### src/rtl/fft_source_ctrl.sv
// Receive-side controller for the FFT source port: frame checking, bin power, peak report.
// Define FFT_SRC_DC_SKIP_EN to exclude bin 0 (DC) from the peak search.
module fft_source_ctrl #(
  parameter int DATA_W       = 12,
  parameter int FFT_LEN_LOG2 = 10
) (
  input  logic                      clk,
  input  logic                      rst_n,
  input  logic                      source_valid,
  output logic                      source_ready,
  input  logic                      source_sop,
  input  logic                      source_eop,
  input  logic [1:0]                source_error,
  input  logic [DATA_W-1:0]         source_real,
  input  logic [DATA_W-1:0]         source_imag,
  output logic                      out_valid,
  input  logic                      out_ready,
  output logic [2*DATA_W-1:0]       out_power,
  output logic [FFT_LEN_LOG2-1:0]   out_bin,
  output logic                      out_sop,
  output logic                      out_eop,
  output logic                      peak_valid,
  output logic [FFT_LEN_LOG2-1:0]   peak_bin,
  output logic [2*DATA_W-1:0]       peak_power,
  output logic                      frame_err
);

  localparam int PWR_W = 2 * DATA_W;

  localparam logic [0:0] ST_IDLE = 1'b0;
  localparam logic [0:0] ST_RUN  = 1'b1;

  localparam logic [FFT_LEN_LOG2-1:0] BIN_ZERO = '0;
  localparam logic [FFT_LEN_LOG2-1:0] BIN_ONE  = FFT_LEN_LOG2'(1);
  localparam logic [FFT_LEN_LOG2-1:0] BIN_LAST = '1;

  logic [0:0]              state_q, state_d;
  logic [FFT_LEN_LOG2-1:0] bin_q, bin_d;
  logic [PWR_W-1:0]        run_pow_q, run_pow_d;
  logic [FFT_LEN_LOG2-1:0] run_bin_q, run_bin_d;

  logic                    out_valid_q, out_valid_d;
  logic [PWR_W-1:0]        out_power_q, out_power_d;
  logic [FFT_LEN_LOG2-1:0] out_bin_q, out_bin_d;
  logic                    out_sop_q, out_sop_d;
  logic                    out_eop_q, out_eop_d;

  logic                    peak_valid_q;
  logic [FFT_LEN_LOG2-1:0] peak_bin_q, peak_bin_d;
  logic [PWR_W-1:0]        peak_power_q, peak_power_d;
  logic                    frame_err_q;

  logic                    accept;
  logic                    fwd_beat;
  logic [FFT_LEN_LOG2-1:0] fwd_bin;
  logic                    err_event;
  logic                    good_end;
  logic                    peak_upd;

  // Squares are taken in the full PWR_W width so the (-max,-max) corner cannot wrap.
  logic signed [PWR_W-1:0] re_ext, im_ext;
  logic [PWR_W-1:0]        re_sq, im_sq, beat_pwr;

  assign re_ext   = {{DATA_W{source_real[DATA_W-1]}}, source_real};
  assign im_ext   = {{DATA_W{source_imag[DATA_W-1]}}, source_imag};
  assign re_sq    = re_ext * re_ext;
  assign im_sq    = im_ext * im_ext;
  assign beat_pwr = re_sq + im_sq;

  assign source_ready = !out_valid_q || out_ready;
  assign accept       = source_valid && source_ready;
  assign peak_upd     = beat_pwr > run_pow_q;

  always_comb begin
    state_d   = state_q;
    bin_d     = bin_q;
    run_pow_d = run_pow_q;
    run_bin_d = run_bin_q;
    fwd_beat  = 1'b0;
    fwd_bin   = BIN_ZERO;
    err_event = 1'b0;
    good_end  = 1'b0;
    if (accept) begin
      if (|source_error) begin
        err_event = 1'b1;
        state_d   = ST_IDLE;
        bin_d     = BIN_ZERO;
      end else if (source_sop) begin
        // A sop inside a frame restarts it; sop+eop together is a one-beat short frame.
        err_event = (state_q == ST_RUN) || source_eop;
        fwd_beat  = 1'b1;
        fwd_bin   = BIN_ZERO;
`ifdef FFT_SRC_DC_SKIP_EN
        run_pow_d = '0;
        run_bin_d = BIN_ONE;
`else
        run_pow_d = beat_pwr;
        run_bin_d = BIN_ZERO;
`endif
        if (source_eop) begin
          state_d = ST_IDLE;
          bin_d   = BIN_ZERO;
        end else begin
          state_d = ST_RUN;
          bin_d   = BIN_ONE;
        end
      end else if (state_q == ST_IDLE) begin
        err_event = 1'b1;
      end else begin
        fwd_beat = 1'b1;
        fwd_bin  = bin_q;
        if (peak_upd) begin
          run_pow_d = beat_pwr;
          run_bin_d = bin_q;
        end
        if (bin_q == BIN_LAST) begin
          good_end  = source_eop;
          err_event = !source_eop;
          state_d   = ST_IDLE;
          bin_d     = BIN_ZERO;
        end else if (source_eop) begin
          err_event = 1'b1;
          state_d   = ST_IDLE;
          bin_d     = BIN_ZERO;
        end else begin
          bin_d = bin_q + BIN_ONE;
        end
      end
    end
  end

  // Output register: a new beat may only load when the held one is consumed or absent.
  always_comb begin
    out_valid_d = out_valid_q;
    out_power_d = out_power_q;
    out_bin_d   = out_bin_q;
    out_sop_d   = out_sop_q;
    out_eop_d   = out_eop_q;
    if (out_ready) begin
      out_valid_d = 1'b0;
    end
    if (fwd_beat) begin
      out_valid_d = 1'b1;
      out_power_d = beat_pwr;
      out_bin_d   = fwd_bin;
      out_sop_d   = source_sop;
      out_eop_d   = source_eop;
    end
  end

  always_comb begin
    peak_bin_d   = peak_bin_q;
    peak_power_d = peak_power_q;
    if (good_end) begin
      peak_bin_d   = run_bin_d;
      peak_power_d = run_pow_d;
    end
  end

  always_ff @(posedge clk or negedge rst_n) begin
    if (!rst_n) begin
      state_q      <= ST_IDLE;
      bin_q        <= BIN_ZERO;
      run_pow_q    <= '0;
      run_bin_q    <= BIN_ZERO;
      out_valid_q  <= 1'b0;
      out_power_q  <= '0;
      out_bin_q    <= BIN_ZERO;
      out_sop_q    <= 1'b0;
      out_eop_q    <= 1'b0;
      peak_valid_q <= 1'b0;
      peak_bin_q   <= BIN_ZERO;
      peak_power_q <= '0;
      frame_err_q  <= 1'b0;
    end else begin
      state_q      <= state_d;
      bin_q        <= bin_d;
      run_pow_q    <= run_pow_d;
      run_bin_q    <= run_bin_d;
      out_valid_q  <= out_valid_d;
      out_power_q  <= out_power_d;
      out_bin_q    <= out_bin_d;
      out_sop_q    <= out_sop_d;
      out_eop_q    <= out_eop_d;
      peak_valid_q <= good_end;
      peak_bin_q   <= peak_bin_d;
      peak_power_q <= peak_power_d;
      frame_err_q  <= err_event;
    end
  end

  assign out_valid  = out_valid_q;
  assign out_power  = out_power_q;
  assign out_bin    = out_bin_q;
  assign out_sop    = out_sop_q;
  assign out_eop    = out_eop_q;
  assign peak_valid = peak_valid_q;
  assign peak_bin   = peak_bin_q;
  assign peak_power = peak_power_q;
  assign frame_err  = frame_err_q;

endmodule

### config.mk
export PLATFORM = sky130hd
export DESIGN_NAME = fft_source_ctrl
export DESIGN_NICKNAME = d
export VERILOG_FILES = /design/src/rtl/fft_source_ctrl.sv
export SDC_FILE = /design/constraint.sdc
export NUM_CORES = 1
export LEC_CHECK = 0
export CAP_MARGIN = 10
export CORE_ASPECT_RATIO = 0.9
export CORE_UTILIZATION = 40
export CTS_CLUSTER_SIZE = 14
export DETAILED_ROUTE_END_ITERATION = 10
export MAX_ROUTING_LAYER = met4
export PLACE_DENSITY = 0.62
export SLEW_MARGIN = 15
export SYNTH_ARGS = -nofsm -noshare
export SYNTH_HDL_FRONTEND = slang
export SYNTH_SLANG_ARGS = --single-unit
### constraint.sdc
create_clock -name clk -period 2.4 [get_ports clk]
set_input_delay 0.72 -clock clk [delete_from_list [all_inputs] [get_ports clk]]
set_output_delay 0.72 -clock clk [all_outputs]
set_load 0.02 [all_outputs]
# == Word-level counts from Yosys, hierarchy flattened ==
# Cells that the tools add are included.
# totals
ff_bits,118
inputBits,32
out_inout_bits,74
wordCells,70
# op_classes
addsub,2
multipliers,2
order_cmp,1
n_eq_ne,1
n_mux,42
n_reduce_logical,9
# op_table
cell,count
$mux W10,14
$mux W24,5
$mul A12 B12 Y24,2
$add A24 B24 Y24,1
$gt A24 B24 Y1,1
$mux W1,23
$add A10 B1 Y10 const B,1
$eq A10 B10 Y1 const B,1
$reduce_bool A3 Y1,1
$logic_not A1 Y1,2
$logic_or A1 B1 Y1,2
$reduce_and A2 Y1,1
$reduce_bool A2 Y1,1
$reduce_or A2 Y1,1
$logic_and A1 B1 Y1,1

# == Logic depth before layout (Yosys ltp) ==
# depth
ltp_word,8
ltp_mapped,36
mapped_depth_nobuf,31

# == Worst setup path before layout ==
# No wires, ideal clock.
# synth_timing
path_kind,input -> register
from,input source_imag[11]
to,"register peak_power_q[11], in the netlist peak_power[11]"
setup_time_ns,0.129
arrival_time_ns,8.457
t_required_ns,2.271
path_slack_ns,-6.185
stages,31
n_path_buf,5
cell_sequence,clkbuf_1 clkbuf_1 nand2_1 inv_1 fa_1 inv_1 fa_1 inv_1 fa_1 fa_1 fa_1 fa_1 inv_1 fa_1 inv_1 ha_1 a21o_1 a211o_1 o311ai_0 a31oi_1 xnor2_1 ha_1 nand4_1 nor4_1 a21oi_1 and2_1 clkbuf_1 buf_2 buf_2 o211ai_1 nand3_1
# synth_between
elab_chain_cells,8
# synth_lines
element,line_no,text
"start, declared",15,"input logic [DATA_W-1:0] source_imag,"
$mul A12 B12 Y24,67,assign im_sq = im_ext * im_ext;
$add A24 B24 Y24,68,assign beat_pwr = re_sq + im_sq;
net beat_pwr[23],62,"logic [PWR_W-1:0] re_sq, im_sq, beat_pwr;"
$gt A24 B24 Y1,72,assign peak_upd = beat_pwr > run_pow_q;
$mux W24,112,if (peak_upd) begin
$mux W24,107,end else if (state_q == ST_IDLE) begin
$mux W24,88,end else if (source_sop) begin
$mux W24,84,if (|source_error) begin
$mux W24,83,if (accept) begin
"end signal, assigned",187,peak_power_q <= peak_power_d;
"end, declared",50,"logic [PWR_W-1:0] peak_power_q, peak_power_d;"
# The timed path passes the listed nets, and every way through them passes these cells.
# A chain may end at the register's enable or synchronous reset.

# == Worst setup path in the final report ==
# layout_timing
from,input source_imag[11]
to,register run_bin_q[8]
# layout_between
elab_chain_cells,8
# layout_lines
element,line_no,text
$mul A12 B12 Y24,67,
$add A24 B24 Y24,68,
net beat_pwr[22],62,
$gt A24 B24 Y1,72,
$mux W10,112,
$mux W10,107,
$mux W10,88,
$mux W10,84,
$mux W10,83,
net run_bin_d[8],40,"logic [FFT_LEN_LOG2-1:0] run_bin_q, run_bin_d;"
"end signal, assigned",179,run_bin_q <= run_bin_d;
"end, declared",40,
# The timed path passes the listed nets, and every way through them passes these cells.

==> results.md <==
* Outcome: finished with violations
* Violations in the final reports: negative setup slack
* CTS tree: done
* Tmin final at 7.98 ns
* Slew margin rel. at 64.3%
* Number of buffers inserted by hold repair at cts at 0
* Fmax at 125 MHz
* Critical path arrival at 8.31 ns
* Final wirelength at 41200 um
* IO Pins at 106
* Vias in the first global route at 13200
* Synth Instances at 1583
* Syn_area_per_cell at 9.75 um^2
* CP top delay family: adder cells
* CP peak stage delay at 0.61 ns
* Die Height at 188 um
* Leading cell type in the layout, fill and taps excluded: inv_1
* Sequential share of the synthesized area at 19.1%
* Ys Warns at 0
* Total GRT Usage at 22.3%
* Clock transition at the registers of the reported paths at 0.06 ns
* Row Count at 67
* Final max-slew violation count at 0
* Hold Worst Slack at 0.291 ns
* Grt total ovfl at 0
* Vias per cell at 4.95
* H-tree levels at 4
* Slowest CP cell: fa_2
* Required time worst endpoint at 2.73 ns
* Drt wl/cell at 16.8 um
* Tcrit/Tclk final at 333%
* Placer Congestion at 0.905
* Cell repeated most along the worst path: fa_1
* Post-Syn Area at 15400 um^2
* Drt first pass iters at 5
* Share of cells above drive strength 1 at 34.7%
* WP buf/inv at 10
* Mapped Nets at 2016
* Worst setup margin at -5.58 ns
* Synth Register Bits at 118
* DP Worst Slack at -6.38 ns
* Die ar. at 39400 um^2
* CTS sink cnt at 118
* Total clock buffers created by CTS at 17
* Setup_tns at -444.86 ns
* Area growth syn-to-layout at 41.8%
* Hold Crit Class: in -> async
* Filler cell count at 3129
* Setup crit start kind: input port
* Final ANT Viol Nets at 0
* Clk_lat worst skew at 0.42 ns
* IO Port Bufs at 105
* Largest net degree at the start of global routing at 42
* Most frequent cells in the layout: 321 x inv_1, 252 x fa_1, 216 x buf_4
* N_diodes at 0
* Worst-path maximum fanout at 7
* Initial Utilization at 41.0%
* Post-DP Area at 19400 um^2
* Endpoint class of the critical path: register
* Remaining DRCs at 0
* Max-cap viol count at 0
* Ys flop type: dfrtp_1
* Clk root buf: clkbuf_16
* DP HPWL at 31200 um
* Initial antenna violation count at 1
* Final setup viols at 89
* Post-route cell area at 21900 um^2
* Worst R2R Setup Slack at -0.27 ns
* Pin slew with the least headroom to its limit at 0.535 ns
* Ys async rst share at 100%
* NumNets Final at 2388
* Vias at 12100
* Clock Skew at 0.00763 ns
* CTS Buffer Depth at 2
* First-pass GRT wire length at 67200 um
* Core area at 37600 um^2
* Die Wd at 209 um
* Post-synth EDFFs at 0
* Post-synthesis cell type count at 54
* DRT iter0 DRCs at 605
* Final Hold Vio Count at 0
* RSZ-0062 raised after global routing: true
* Crit Path Class: in -> reg
what timing repair did:
action / CTS / global route
pin swaps: 134 / 160
gates cloned: 12 / 0
buffers inserted: 60 / 43
resized for setup: 298 / 202
endpoints found under the setup margin: 97 / 98
layout make-up:
cell class | count | area, um^2 | share of cell area [%]
Inverter | 381 | 1440 | 6.59
Multi-Input combinational cell | 1022 | 12300 | 56.0
Tap cell | 483 | 604 | 2.76
Timing Repair Buffer | 415 | 4100 | 18.7
Clock inverter | 5 | 50.0 | 0.229
Sequential cell | 118 | 2950 | 13.5
Clock buffer | 24 | 482 | 2.20
registers in the layout, indices dropped and copies added, names as in the netlist:
name,count
run_bin_q,10
bin_q,10
run_pow_q,24
out_eop,1
peak_power,24
peak_bin,10
peak_valid,1
out_valid,1
frame_err,1
out_bin,10
state_q,1
out_sop,1
out_power,24
worst register-to-register path, stage by stage, from the launching register on:
cell	delay (ns)
dfrtp_1	0.36
inv_1	0.07
ha_1	0.30
o21ai_0	0.16
a21oi_1	0.06
o41ai_1	0.30
o21ai_0	0.25
a21o_1	0.28
and2_4	0.24
buf_12	0.16
buf_16	0.13
o211ai_1	0.17
nand3_1	0.08
metal layers:
layer | part of all wire [%] | track usage, % | vias to the layer above
met2 | 50 | 36.0 | 265
li1 | - | - | 5654
met1 | 45 | 29.9 | 6169
met3 | 4.4 | 3.75 | 41
met4 | 1.3 | 3.87 | 0
met5 | 0 | - | -
through the flow:
step           utilization [%]  cells
2_1_floorplan                -   1583
3_3_place_gp              51.4   2328
3_5_place_dp              51.4   2328
4_1_cts                   56.1   2422
5_1_grt                   58.2   2448
6_report                  58.2   2448
synth_stat cells, drive strengths merged, types with 2 or more instances:
cell type | instances | share of area, %
nor2b | 17 | 0.74
dfrtp | 118 | 19
nand2 | 137 | 3.3
and3 | 7 | 0.28
o41a | 3 | 0.22
mux2i | 2 | 0.13
fa | 283 | 37
o21bai | 3 | 0.15
nor3 | 9 | 0.29
o311ai | 4 | 0.23
inv | 380 | 9.2
xor2 | 11 | 0.62
xnor2 | 31 | 1.8
nand4 | 23 | 0.93
clkbuf | 60 | 1.5
mux2 | 28 | 2.0
o211ai | 25 | 1.2
nand3b | 2 | 0.097
or2 | 3 | 0.12
o21ai | 90 | 2.9
a21oi | 30 | 1.0
ha | 118 | 9.6
buf | 4 | 0.12
a22o | 11 | 0.62
nand3 | 21 | 0.68
nand2b | 17 | 0.69
o31ai | 2 | 0.097
a22oi | 10 | 0.49
or3 | 3 | 0.12
and2 | 63 | 2.6
a31oi | 4 | 0.16
o21a | 5 | 0.24
a21o | 7 | 0.34
nor2 | 38 | 0.92
path summary, 6_finish.rpt:
check,startpoint,to,cells after the start
max,source_imag[11],run_bin_q[8]$_DFF_PN0_,32
min,rst_n,bin_q[4]$_DFFE_PN0P_,1
max reg2reg,run_pow_q[2]$_DFF_PN0_,peak_power[13]$_DFFE_PN0P_,12
min reg2reg,out_eop$_DFFE_PN0P_,out_eop$_DFFE_PN0P_,2
max in group asynchronous,rst_n,run_pow_q[8]$_DFF_PN0_,2
min in group clk,out_eop$_DFFE_PN0P_,out_eop$_DFFE_PN0P_,2
kinds of logic (layout without fill, tap and decap cells):
| group | after synthesis | after routing | share of synthesized area, % |
|---|---|---|---|
| AOI/OAI and AO/OA | 204 | 204 | 8.29 |
| and+or+nand+nor | 343 | 345 | 10.9 |
| adders and majority gates | 401 | 401 | 46.3 |
| buffers and inverters | 445 | 825 | 10.8 |
| muxes | 30 | 30 | 2.17 |
| DFF | 118 | 118 | 19.1 |
| xor gates and xnor gates | 42 | 42 | 2.38 |
Power is not shown: default switching activity piles up to over one toggle a cycle in this logic, so the estimate is an artifact.
